[src/rtl/uart_tx_mmio_responder_pkg.sv]
// Shared definitions for the memory-mapped UART transmitter: register
// offsets, STATUS bit positions, serializer state encoding.
package uart_tx_mmio_responder_pkg;

  localparam logic [2:0] UART_TXDATA_OFF = 3'd0;
  localparam logic [2:0] UART_STATUS_OFF = 3'd4;

  localparam int STATUS_FULL_BIT   = 0;
  localparam int STATUS_EMPTY_BIT  = 1;
  localparam int STATUS_BUSY_BIT   = 2;
  localparam int STATUS_OVF_BIT    = 3;
  localparam int STATUS_COUNT_LSB  = 4;

  typedef enum logic [1:0] {
    S_IDLE  = 2'd0,
    S_START = 2'd1,
    S_DATA  = 2'd2,
    S_STOP  = 2'd3
  } tx_state_t;

  // Assemble the STATUS word from its individual fields.
  function automatic logic [31:0] pack_status(input logic [3:0] count,
                                              input logic       overflow,
                                              input logic       busy,
                                              input logic       empty,
                                              input logic       full);
    logic [31:0] word;
    word = 32'h0;
    word[STATUS_COUNT_LSB +: 4] = count;
    word[STATUS_OVF_BIT]        = overflow;
    word[STATUS_BUSY_BIT]       = busy;
    word[STATUS_EMPTY_BIT]      = empty;
    word[STATUS_FULL_BIT]       = full;
    return word;
  endfunction

endpackage

[src/rtl/uart_tx_mmio_responder_if.sv]
// MEM-stage data bus as seen by a memory-mapped responder.
interface uart_tx_mmio_responder_if;
  logic [31:0] me_address_in;
  logic        me_memory_write_in;
  logic        me_memory_read_in;
  logic [31:0] me_memory_data_write_in;
  logic [31:0] me_memory_data_read_out;

  modport master (
    output me_address_in, me_memory_write_in, me_memory_read_in,
           me_memory_data_write_in,
    input  me_memory_data_read_out
  );

  modport slave (
    input  me_address_in, me_memory_write_in, me_memory_read_in,
           me_memory_data_write_in,
    output me_memory_data_read_out
  );
endinterface

[src/rtl/uart_tx_mmio_responder_fifo.sv]
// Byte FIFO feeding the serializer. A push into a full FIFO is accepted
// only when a pop happens in the same cycle.
module uart_tx_fifo #(
  parameter int DEPTH = 4
) (
  input  logic                       clock,
  input  logic                       reset,
  input  logic                       push,
  input  logic                       pop,
  input  logic [7:0]                 wdata,
  output logic [7:0]                 rdata,
  output logic                       full,
  output logic                       empty,
  output logic [$clog2(DEPTH+1)-1:0] count
);

  localparam int AW = $clog2(DEPTH);
  localparam int CW = $clog2(DEPTH + 1);

  logic [7:0]    r_mem [DEPTH];
  logic [AW-1:0] r_wr_ptr;
  logic [AW-1:0] r_rd_ptr;
  logic [CW-1:0] r_count;
  logic          w_do_push;
  logic          w_do_pop;

  assign full      = (r_count == CW'(DEPTH));
  assign empty     = (r_count == '0);
  assign count     = r_count;
  assign rdata     = r_mem[r_rd_ptr];
  assign w_do_pop  = pop && !empty;
  assign w_do_push = push && (!full || w_do_pop);

  // Pointer and occupancy bookkeeping.
  always_ff @(posedge clock or posedge reset) begin
    // NOTE: state registers use non-blocking assignments so every flop
    // samples pre-edge values, regardless of statement order.
    if (reset) begin
      r_wr_ptr <= '0;
      r_rd_ptr <= '0;
      r_count  <= '0;
    end else begin
      if (w_do_push) r_wr_ptr <= r_wr_ptr + AW'(1);
      if (w_do_pop)  r_rd_ptr <= r_rd_ptr + AW'(1);
      case ({w_do_push, w_do_pop})
        2'b10:   r_count <= r_count + CW'(1);
        2'b01:   r_count <= r_count - CW'(1);
        default: r_count <= r_count;
      endcase
    end
  end

  // Byte storage.
  always_ff @(posedge clock) begin
    // NOTE: the storage array has no reset; the pointers and count alone
    // decide which entries are valid, so stale contents are never read.
    if (w_do_push) r_mem[r_wr_ptr] <= wdata;
  end

endmodule

[src/rtl/uart_tx_mmio_responder.sv]
// Memory-mapped UART transmitter: TXDATA stores feed a FIFO drained as
// 8N1 frames, LSB first; STATUS loads return FIFO/serializer state.
module uart_tx_mmio_responder
  import uart_tx_mmio_responder_pkg::*;
#(
  parameter int          CLKS_PER_BIT = 434,
  parameter int          FIFO_DEPTH   = 4,
  parameter logic [31:0] BASE_ADDRESS = 32'hFFFF_0000
) (
  input  logic                     clock,
  input  logic                     reset,
  uart_tx_mmio_responder_if.slave  bus,
  output logic                     uart_tx_out,
  output logic                     tx_busy_out
);

  localparam int BW = $clog2(CLKS_PER_BIT);
  localparam int CW = $clog2(FIFO_DEPTH + 1);

  // Bus decode
  logic          w_hit;
  logic          w_is_status;
  logic          w_push;
  logic          w_status_rd;
  logic          w_unused_bits;

  // FIFO interface
  logic          w_pop;
  logic [7:0]    w_fifo_rdata;
  logic          w_full;
  logic          w_empty;
  logic [CW-1:0] w_count;

  // Serializer
  tx_state_t     r_state, w_state_next;
  logic [BW-1:0] r_baud, w_baud_next;
  logic [2:0]    r_bit_idx, w_bit_idx_next;
  logic [7:0]    r_shift, w_shift_next;
  logic          r_tx, w_tx_next;
  logic          w_baud_done;
  logic          r_overflow;

  assign w_hit       = (bus.me_address_in[31:3] == BASE_ADDRESS[31:3]);
  assign w_is_status = (bus.me_address_in[2] == UART_STATUS_OFF[2]);
  assign w_push      = bus.me_memory_write_in && w_hit && !w_is_status;
  assign w_status_rd = bus.me_memory_read_in && w_hit && w_is_status;
  assign w_unused_bits = &{1'b0, bus.me_address_in[1:0],
                           bus.me_memory_data_write_in[31:8],
                           UART_TXDATA_OFF, UART_STATUS_OFF[1:0]};

  assign tx_busy_out = !w_empty || (r_state != S_IDLE);
  assign uart_tx_out = r_tx;

  assign bus.me_memory_data_read_out =
    w_status_rd ? pack_status(4'(w_count), r_overflow, tx_busy_out, w_empty, w_full)
                : 32'h0;

  uart_tx_fifo #(.DEPTH(FIFO_DEPTH)) u_fifo (
    .clock (clock),
    .reset (reset),
    .push  (w_push),
    .pop   (w_pop),
    .wdata (bus.me_memory_data_write_in[7:0]),
    .rdata (w_fifo_rdata),
    .full  (w_full),
    .empty (w_empty),
    .count (w_count)
  );

  // Sticky overflow: set on a dropped byte, cleared by a STATUS load that
  // is not accompanied by a store.
  always_ff @(posedge clock or posedge reset) begin
    if (reset) begin
      r_overflow <= 1'b0;
    end else if (w_push && w_full && !w_pop) begin
      r_overflow <= 1'b1;
    end else if (w_status_rd && !bus.me_memory_write_in) begin
      r_overflow <= 1'b0;
    end
  end

  assign w_baud_done = (r_baud == BW'(CLKS_PER_BIT - 1));

  // Serializer state register.
  always_ff @(posedge clock or posedge reset) begin
    if (reset) r_state <= S_IDLE;
    else       r_state <= w_state_next;
  end

  // Serializer next-state logic.
  always_comb begin
    // NOTE: every combinational output gets a default first so no path
    // leaves it unassigned, which would infer a latch.
    w_state_next = r_state;
    case (r_state)
      S_IDLE:  if (!w_empty)                          w_state_next = S_START;
      S_START: if (w_baud_done)                       w_state_next = S_DATA;
      S_DATA:  if (w_baud_done && r_bit_idx == 3'd7)  w_state_next = S_STOP;
      S_STOP:  if (w_baud_done)                       w_state_next = S_IDLE;
      default:                                        w_state_next = S_IDLE;
    endcase
  end

  // Serializer outputs: pop strobe, datapath next values and next line level.
  always_comb begin
    w_pop          = (r_state == S_IDLE) && !w_empty;
    w_shift_next   = w_pop ? w_fifo_rdata : r_shift;
    w_baud_next    = (r_state == S_IDLE || w_baud_done) ? '0 : r_baud + BW'(1);
    w_bit_idx_next = 3'd0;
    if (r_state == S_DATA)
      w_bit_idx_next = w_baud_done ? r_bit_idx + 3'd1 : r_bit_idx;
    case (w_state_next)
      S_START: w_tx_next = 1'b0;
      S_DATA:  w_tx_next = w_shift_next[w_bit_idx_next];
      default: w_tx_next = 1'b1;
    endcase
  end

  // Serializer datapath registers; the line is registered so it never glitches.
  always_ff @(posedge clock or posedge reset) begin
    if (reset) begin
      r_baud    <= '0;
      r_bit_idx <= 3'd0;
      r_shift   <= 8'h00;
      r_tx      <= 1'b1;
    end else begin
      r_baud    <= w_baud_next;
      r_bit_idx <= w_bit_idx_next;
      r_shift   <= w_shift_next;
      r_tx      <= w_tx_next;
    end
  end

endmodule

[src/flat_wrapper.sv]
// flat-port wrapper written by rule: the top's interface ports become plain ports
module uart_tx_mmio_responder_flat import uart_tx_mmio_responder_pkg::*;
#(
  parameter int          CLKS_PER_BIT = 434,
  parameter int          FIFO_DEPTH   = 4,
  parameter logic [31:0] BASE_ADDRESS = 32'hFFFF_0000
)
  (clock, reset, uart_tx_out, tx_busy_out, bus_me_address_in, bus_me_memory_write_in, bus_me_memory_read_in, bus_me_memory_data_write_in, bus_me_memory_data_read_out);
  uart_tx_mmio_responder_if bus_i ();
  input  logic clock;
  input  logic reset;
  output logic uart_tx_out;
  output logic tx_busy_out;
  input wire logic [$bits(bus_i.me_address_in)-1:0] bus_me_address_in;
  input wire logic [$bits(bus_i.me_memory_write_in)-1:0] bus_me_memory_write_in;
  input wire logic [$bits(bus_i.me_memory_read_in)-1:0] bus_me_memory_read_in;
  input wire logic [$bits(bus_i.me_memory_data_write_in)-1:0] bus_me_memory_data_write_in;
  output wire logic [$bits(bus_i.me_memory_data_read_out)-1:0] bus_me_memory_data_read_out;
  assign bus_i.me_address_in = bus_me_address_in;
  assign bus_i.me_memory_write_in = bus_me_memory_write_in;
  assign bus_i.me_memory_read_in = bus_me_memory_read_in;
  assign bus_i.me_memory_data_write_in = bus_me_memory_data_write_in;
  assign bus_me_memory_data_read_out = bus_i.me_memory_data_read_out;
  uart_tx_mmio_responder #(.CLKS_PER_BIT(CLKS_PER_BIT), .FIFO_DEPTH(FIFO_DEPTH), .BASE_ADDRESS(BASE_ADDRESS)) u_core (.clock(clock), .reset(reset), .bus(bus_i), .uart_tx_out(uart_tx_out), .tx_busy_out(tx_busy_out));
endmodule
[config.mk]
export PLATFORM = sky130hd
export DESIGN_NAME = uart_tx_mmio_responder_flat
export DESIGN_NICKNAME = d
export VERILOG_FILES = /design/src/rtl/uart_tx_mmio_responder_pkg.sv /design/src/rtl/uart_tx_mmio_responder_if.sv /design/src/rtl/uart_tx_mmio_responder_fifo.sv /design/src/rtl/uart_tx_mmio_responder.sv /design/src/flat_wrapper.sv
export SDC_FILE = /design/constraint.sdc
export NUM_CORES = 1
export LEC_CHECK = 0
export ABC_AREA = 1
export CORE_MARGIN = 10
export CORE_UTILIZATION = 48
export CTS_BUF_LIST = sky130_fd_sc_hd__clkbuf_4 sky130_fd_sc_hd__clkbuf_8 sky130_fd_sc_hd__clkbuf_16
export DETAILED_ROUTE_END_ITERATION = 7
export PLACE_DENSITY = 0.84
export SLEW_MARGIN = 15
export SYNTH_ARGS = -nofsm -noshare
export SYNTH_HDL_FRONTEND = slang
export SYNTH_SLANG_ARGS = --single-unit
[constraint.sdc]
create_clock -name clock -period 2.4 [get_ports clock]
set_clock_uncertainty 0.15 [all_clocks]
set_input_delay 0.6 -clock clock [delete_from_list [all_inputs] [get_ports clock]]
set_output_delay 0.6 -clock clock [all_outputs]
set_load 0.03 [all_outputs]
==> results.tsv, run 1 <==
metric	value	unit
p_leak	0.002050	uW
drt-total-wl	7593	um
ys_seq_area_share	50.84	%
violations	negative setup slack	
total_power	2074	uW
layout-drive-gt1-share	21.83	%
avgSynthCellArea	8.856	um^2
numCtsBuffers	9	
grt_first_pass_wirelength	12240	um
yosysWarnings	0	
synth-edff-count	32	
synth_compound_area_share	3.660	%
slowest_stage	clkdlybuf4s50_1	
fin_area	0.004249	mm^2
row_count	30	
final_cells	554	
vdd_drop_max	0.0003856	V
initialDrtViolationCount	102	
dp.cells	535	
relSlewSlack	57.12	%
dp_hpwl	5464	um
firstDrtPassIters	4	
cp.required	1.65	ns
start_util	49.76	%
reg2regPathDepth	11	
cts.reportedPaths.clkPinSlew	0.07	ns
drv_cap	0	
cts_tree	yes	
tightest_slew	0.6431	ns
die_area	0.01090	mm^2
die_y	104.4	um
fin_crit	2.509	ns
synth_ff_type	edfxtp_1	
cp.depth	6	
grt_pass1_vias	2616	
endpoint_kind	output port	
setup-violations-final	7	
hold_viol	0	
critPathTopFamily	buffers and inverters	
postCtsHoldBufs	0	
post_drt_wl_per_cell	13.71	um
crit_arrival	1.76	ns
synthSimpleGateAreaFrac	24.38	%
antenna_found_initial	0	
power_density	488.1	mW/mm^2
regArea	0.001738	mm^2
diodes	0	
status	finished, violations left	
hold_path_depth	2	
synth_fa_ha_area_share	3.880	%
synth_top_family_by_area	simple AND/OR/NAND/NOR gates	
clock_sinks	63	
cts_root_buf	clkbuf_8	
max_freq	398.6	MHz
grt_max_degree	32	
cts_max_level	3	
final_cell_mix	83 x nand2_1, 69 x inv_1, 32 x edfxtp_1	
syn-cell-area	0.003418	mm^2
fill_cells	569	
grt_overflow	0	
vias_per_cell	4.616	
setup_slack	-0.1085	ns
ys_async_sr_fraction	49.21	%
worst-path-buf-inv	3	
port_buffers	50	
synthCells	386	
synthXorXnorAreaFrac	1.537	%
synth_cell_types	38	
rsz0062_at_grt	true	
finalCritPeriodShare	104.5	%
critPathKind	in -> out	
slew_viol_final	0	
io_pins	102	
syn2layout_area_growth	24.30	%
cp_cell_sequence	clkdlybuf4s50_1 > nand2_1 > inv_1 > nand2_8 > nor2_1 > buf_4	
cp_max_fo	6	
hp-class	reg -> reg	
start_kind	primary input	
final_common_cell	nand2_1	
ys_seq_elements	63	
dpl_cell_area	0.003946	mm^2
gp_congestion	0.8532	
fp.coreArea	0.006869	mm^2
die_x	104.4	um
drc	0	
postRouteAntennaNets	0	
nets	531	
multi_input_area	0.001366	mm^2
fin_hold_ws	0.3299	ns
num_vias	2557	
clk_latency	0.35	ns
ctsLongestPathBuffers	2	
grt_util_all_layers	13.66	%
muxShareOfSynthArea	0	%
slowest_delay	0.49	ns
rrSetupSlack	0.12	ns
flip-flops by register name, indices dropped and copies added (netlist names), 2 cells and up:
signal and cells:
u_core.r_shift 8, u_core.r_bit_idx 3, u_core.u_fifo.r_wr_ptr 2, u_core.u_fifo.count 3, u_core.r_state 2, u_core.u_fifo.r_mem 32
u_core.u_fifo.r_rd_ptr 2, u_core.r_baud 9
stage by stage:
stage / setup TNS [ns] / utilization (%) / setup slack, ns
after detailed placement: -13.96 / 57.45 / -0.4861
after global routing: -1.897 / 61.86 / -0.1774
final: -0.5718 / 61.86 / -0.1085
after CTS: -0.4596 / 59.56 / -0.08508
after global placement: -13.88 / 57.45 / -0.4695
after floorplan: -0.4574 / - / -0.1133
routing by layer:
metal  GRT usage, %  wire length [um]  part of all wire [%]  vias to the layer above
met1          14.07              2856                    38                     1199
met5              0                 0                     0                        -
met2          24.44              4155                    55                       64
li1               -                 -                     -                     1284
met4          3.678                73                  0.96                        0
met3          6.072               508                   6.7                       10
final cells by class:
cell class              instances  area share, %
flip-flops and latches         63          40.90
multi-input cells             240          32.16
repair buffers                 62          13.13
inverters                      77          6.949
clock buffers                   9          2.915
well taps                      96          2.827
clock inverters                 7          1.119
where the power goes:
group          switching, uW  leakage [uW]  internal, uW  total (uW)
sequential        0.00000770      0.000663          1140        1140
clock                    421     0.0000874           375         796
combinational           90.0       0.00130          52.1         142
total                    511       0.00205          1560        2070
final timing paths:
check                                                 end                    from
max                        bus_me_memory_data_read_out[4]    bus_me_address_in[2]
min                                     u_core.r_overflow       u_core.r_overflow
max reg2reg                        u_core.u_fifo.count[2]  u_core.u_fifo.count[0]
min reg2reg                             u_core.r_overflow       u_core.r_overflow
max in group asynchronous              u_core.uart_tx_out                   reset
min in group asynchronous               u_core.r_overflow                   reset
worst register-to-register path, stage by stage, from the launching register on:
cell	delay, ns
dfrtp_1	0.44
nor2_4	0.13
inv_1	0.09
nor2_1	0.16
nand2_1	0.13
nand3_4	0.11
ha_4	0.14
inv_4	0.04
fa_2	0.40
a21oi_2	0.14
o21ai_2	0.08
xor2_1	0.16
repair_timing:
| item | CTS | global route |
|---|---|---|
| hold endpoints to repair | 0 | 0 |
| buffers inserted | 1 | 2 |
| pin swaps | 18 | 17 |
| setup endpoints to repair | 10 | 9 |
| resized for setup | 74 | 40 |
synthesized netlist by cell type (2+ instances only):
library cell   n  area share, %
a21oi_1        7            1.0
buf_4         26            5.7
buf_6          4            1.3
dfrtp_1       30             22
edfxtp_1      32             28
ha_1           9            3.3
inv_1         71            7.8
inv_2          4           0.44
nand2_1       83            9.1
nand2_2        8            1.5
nand3_1       27            4.0
nand3_2        2           0.59
nand4_1        4           0.73
nor2_1        33            3.6
nor2_2         3           0.55
nor2_4         2           0.66
nor3_1         7            1.0
nor3b_1        2           0.44
o21ai_0        5           0.73
o21ai_1        4           0.59
or2_1          2           0.37
xnor2_1        2           0.51
xor2_1         4            1.0
cell families (layout without fill, tap and decap cells):
| family | count (synthesis) | count (layout) |
|---|---|---|
| simple gates | 179 | 179 |
| compound gates | 20 | 20 |
| fa+ha+maj | 10 | 10 |
| flops | 63 | 63 |
| other cells | 1 | 25 |
| buf+inv | 107 | 155 |
| xor+xnor | 6 | 6 |
(Power assumes the default switching activity.)
==> run 2: changes to the inputs <==
--- a/config.mk
+++ b/config.mk
@@ -6,11 +6,13 @@
 export NUM_CORES = 1
 export LEC_CHECK = 0
 export ABC_AREA = 1
+export CELL_PAD_IN_SITES_DETAIL_PLACEMENT = 0
+export CELL_PAD_IN_SITES_GLOBAL_PLACEMENT = 2
 export CORE_MARGIN = 10
-export CORE_UTILIZATION = 48
+export CORE_UTILIZATION = 28
 export CTS_BUF_LIST = sky130_fd_sc_hd__clkbuf_4 sky130_fd_sc_hd__clkbuf_8 sky130_fd_sc_hd__clkbuf_16
 export DETAILED_ROUTE_END_ITERATION = 7
-export PLACE_DENSITY = 0.84
+export PLACE_DENSITY = 0.78
 export SLEW_MARGIN = 15
 export SYNTH_ARGS = -nofsm -noshare
 export SYNTH_HDL_FRONTEND = slang
==> results.tsv, run 2 (synthesis gave the netlist of run 1 again) <==
metric	value	unit	change
reg2regPathDepth	11		unchanged
row_count	40		was 30
max_freq	401.3	MHz	was 398.6 MHz
antenna_found_initial	0		unchanged
final_cell_mix	83 x nand2_1, 69 x inv_1, 32 x edfxtp_1		unchanged
start_kind	primary input		unchanged
cp.required	1.65	ns	about the same
vias_per_cell	4.064		was 4.616
power_density	605.9	mW/mm^2	was 488.1 mW/mm^2
die_y	130.5	um	was 104.4 um
finalCritPeriodShare	103.8	%	was 104.5%
grt_pass1_vias	2380		was 2616
hp-class	reg -> reg		unchanged
largest_reg_flops	32		unchanged
num_vias	2463		was 2557
drt-total-wl	7320	um	was 7593 um
cts_max_level	3		unchanged
layout-drive-gt1-share	20.70	%	was 21.83%
r2r_end	u_core.u_fifo.count[2]		unchanged
rrSetupSlack	0.23	ns	was 0.12 ns
status	finished, violations left		unchanged
postRouteAntennaNets	0		unchanged
final_cells	606		was 554
endpoint_kind	output port		unchanged
top_regs	u_core.u_fifo.r_mem (32), u_core.r_baud (9), u_core.r_shift (8)		unchanged
grt_overflow	0		unchanged
violations	negative setup slack		unchanged
grt_util_all_layers	8.919	%	was 13.66%
clk_latency	0.33	ns	was 0.35 ns
startpoint	bus_me_address_in[9]		was bus_me_address_in[2]
port_buffers	50		unchanged
postCtsHoldBufs	0		unchanged
multi_input_area	0.001319	mm^2	was 0.001366 mm^2
r2r_start	u_core.u_fifo.count[1]		was u_core.u_fifo.count[0]
final_common_cell	nand2_1		unchanged
cp_max_fo	6		unchanged
syn2layout_area_growth	28.51	%	was 24.30%
die_area	0.01703	mm^2	was 0.01090 mm^2
crit_arrival	1.74	ns	was 1.76 ns
setup-violations-final	7		unchanged
io_pins	102		unchanged
fp.coreArea	0.01196	mm^2	was 0.006869 mm^2
diodes	0		unchanged
p_leak	0.002115	uW	was 0.002050 uW
rsz0062_at_grt	true		unchanged
clock_sinks	63		unchanged
critPathKind	in -> out		unchanged
nets	532		was 531
total_power	2662	uW	was 2074 uW
vdd_drop_max	0.0004522	V	was 0.0003856 V
gp_congestion	0.7222		was 0.8532
drv_cap	0		unchanged
ctsLongestPathBuffers	2		unchanged
cts.reportedPaths.clkPinSlew	0.05	ns	was 0.07 ns
slew_viol_final	0		unchanged
start_util	28.58	%	was 49.76%
grt_first_pass_wirelength	11840	um	was 12240 um
place_ws	-0.5476	ns	was -0.4861 ns
hold_viol	0		unchanged
firstDrtPassIters	4		unchanged
setup_slack	-0.09170	ns	was -0.1085 ns
grt_max_degree	32		unchanged
initialDrtViolationCount	75		was 102
cts_root_buf	clkbuf_16		was clkbuf_8
dp_hpwl	5577	um	was 5464 um
post_drt_wl_per_cell	12.08	um	was 13.71 um
regArea	0.001738	mm^2	unchanged
cts_tree	yes		unchanged
fill_cells	1233		was 569
fin_crit	2.492	ns	was 2.509 ns
drc	0		unchanged
dp.cells	588		was 535
die_x	130.5	um	was 104.4 um
numCtsBuffers	9		unchanged
largest-register	u_core.u_fifo.r_mem		unchanged
crit_end	bus_me_memory_data_read_out[3]		was bus_me_memory_data_read_out[4]
==> run 2: cell count changes in the layout (fill, tap and decap cells not counted), sizes merged <==
cell           delta
bufinv            +2
clkdlybuf4s15     +1
inv               -2
clkinv            -1
clkinvlp          +1
dlygate4sd2       +1
clkbuf            -2
buf               +1
==> run 2: layout make-up <==
class	count	area share, %
Tap cell	147	4.187
Multi-Input combinational cell	240	30.02
Clock inverter	7	2.222
Timing Repair Buffer	63	12.16
Inverter	77	6.722
Sequential cell	63	39.56
Clock buffer	9	5.127
==> run 2: worst min path at each step <==
stage,slack (ns),cells past startpoint,to,start
floorplan,0.30,2,u_core.r_overflow,u_core.r_overflow
global placement,0.32,2,u_core.r_overflow,u_core.r_overflow
detailed placement,0.33,2,u_core.r_overflow,u_core.r_overflow
CTS,0.35,2,u_core.r_overflow,u_core.r_overflow
global route,0.38,2,u_core.r_overflow,u_core.r_overflow
finish,0.34,2,u_core.r_overflow,u_core.r_overflow
==> run 2: through the flow <==
step                hold WS [ns]  setup TNS, ns  util [%]  cell area [um^2]
finish                    0.3413        -0.3927     36.73              4393
global route              0.3782        -0.9191     36.73              4393
CTS                       0.3468        -0.4241     36.21              4332
detailed placement        0.3286         -16.48     33.65              4025
global placement          0.3229         -14.51     33.65              4025
floorplan                 0.2985        -0.4574         -              3516
==> run 2: worst max-delay path: stages <==
cell and delay (ns):
buf_6 0.09, or2_1 0.22, nor4_2 0.26, and2_4 0.22, nand2_4 0.08, nor2_1 0.11, buf_4 0.17
==> run 2: report_power, final <==
part,switching [uW],internal [uW]
Clock,484,909
Combinational,83.2,47.0
Sequential,0.00000735,1140
==> run 2: timing repair <==
action | in CTS | in global routing
gates resized for setup | 76 | 15
endpoints found under the hold margin | 0 | 0
pin swaps | 17 | 9
endpoints found under the setup margin | 42 | 9
setup buffers | 1 | 2
==> run 2: metal layers <==
metal / vias to the layer above / wire [um] / global-route usage (%)
li1: 1284 / - / -
met1: 1132 / 3101 / 10.13
met2: 37 / 3849 / 15.67
met3: 10 / 256 / 2.015
met4: 0 / 113 / 3.924
met5: - / 0 / 0
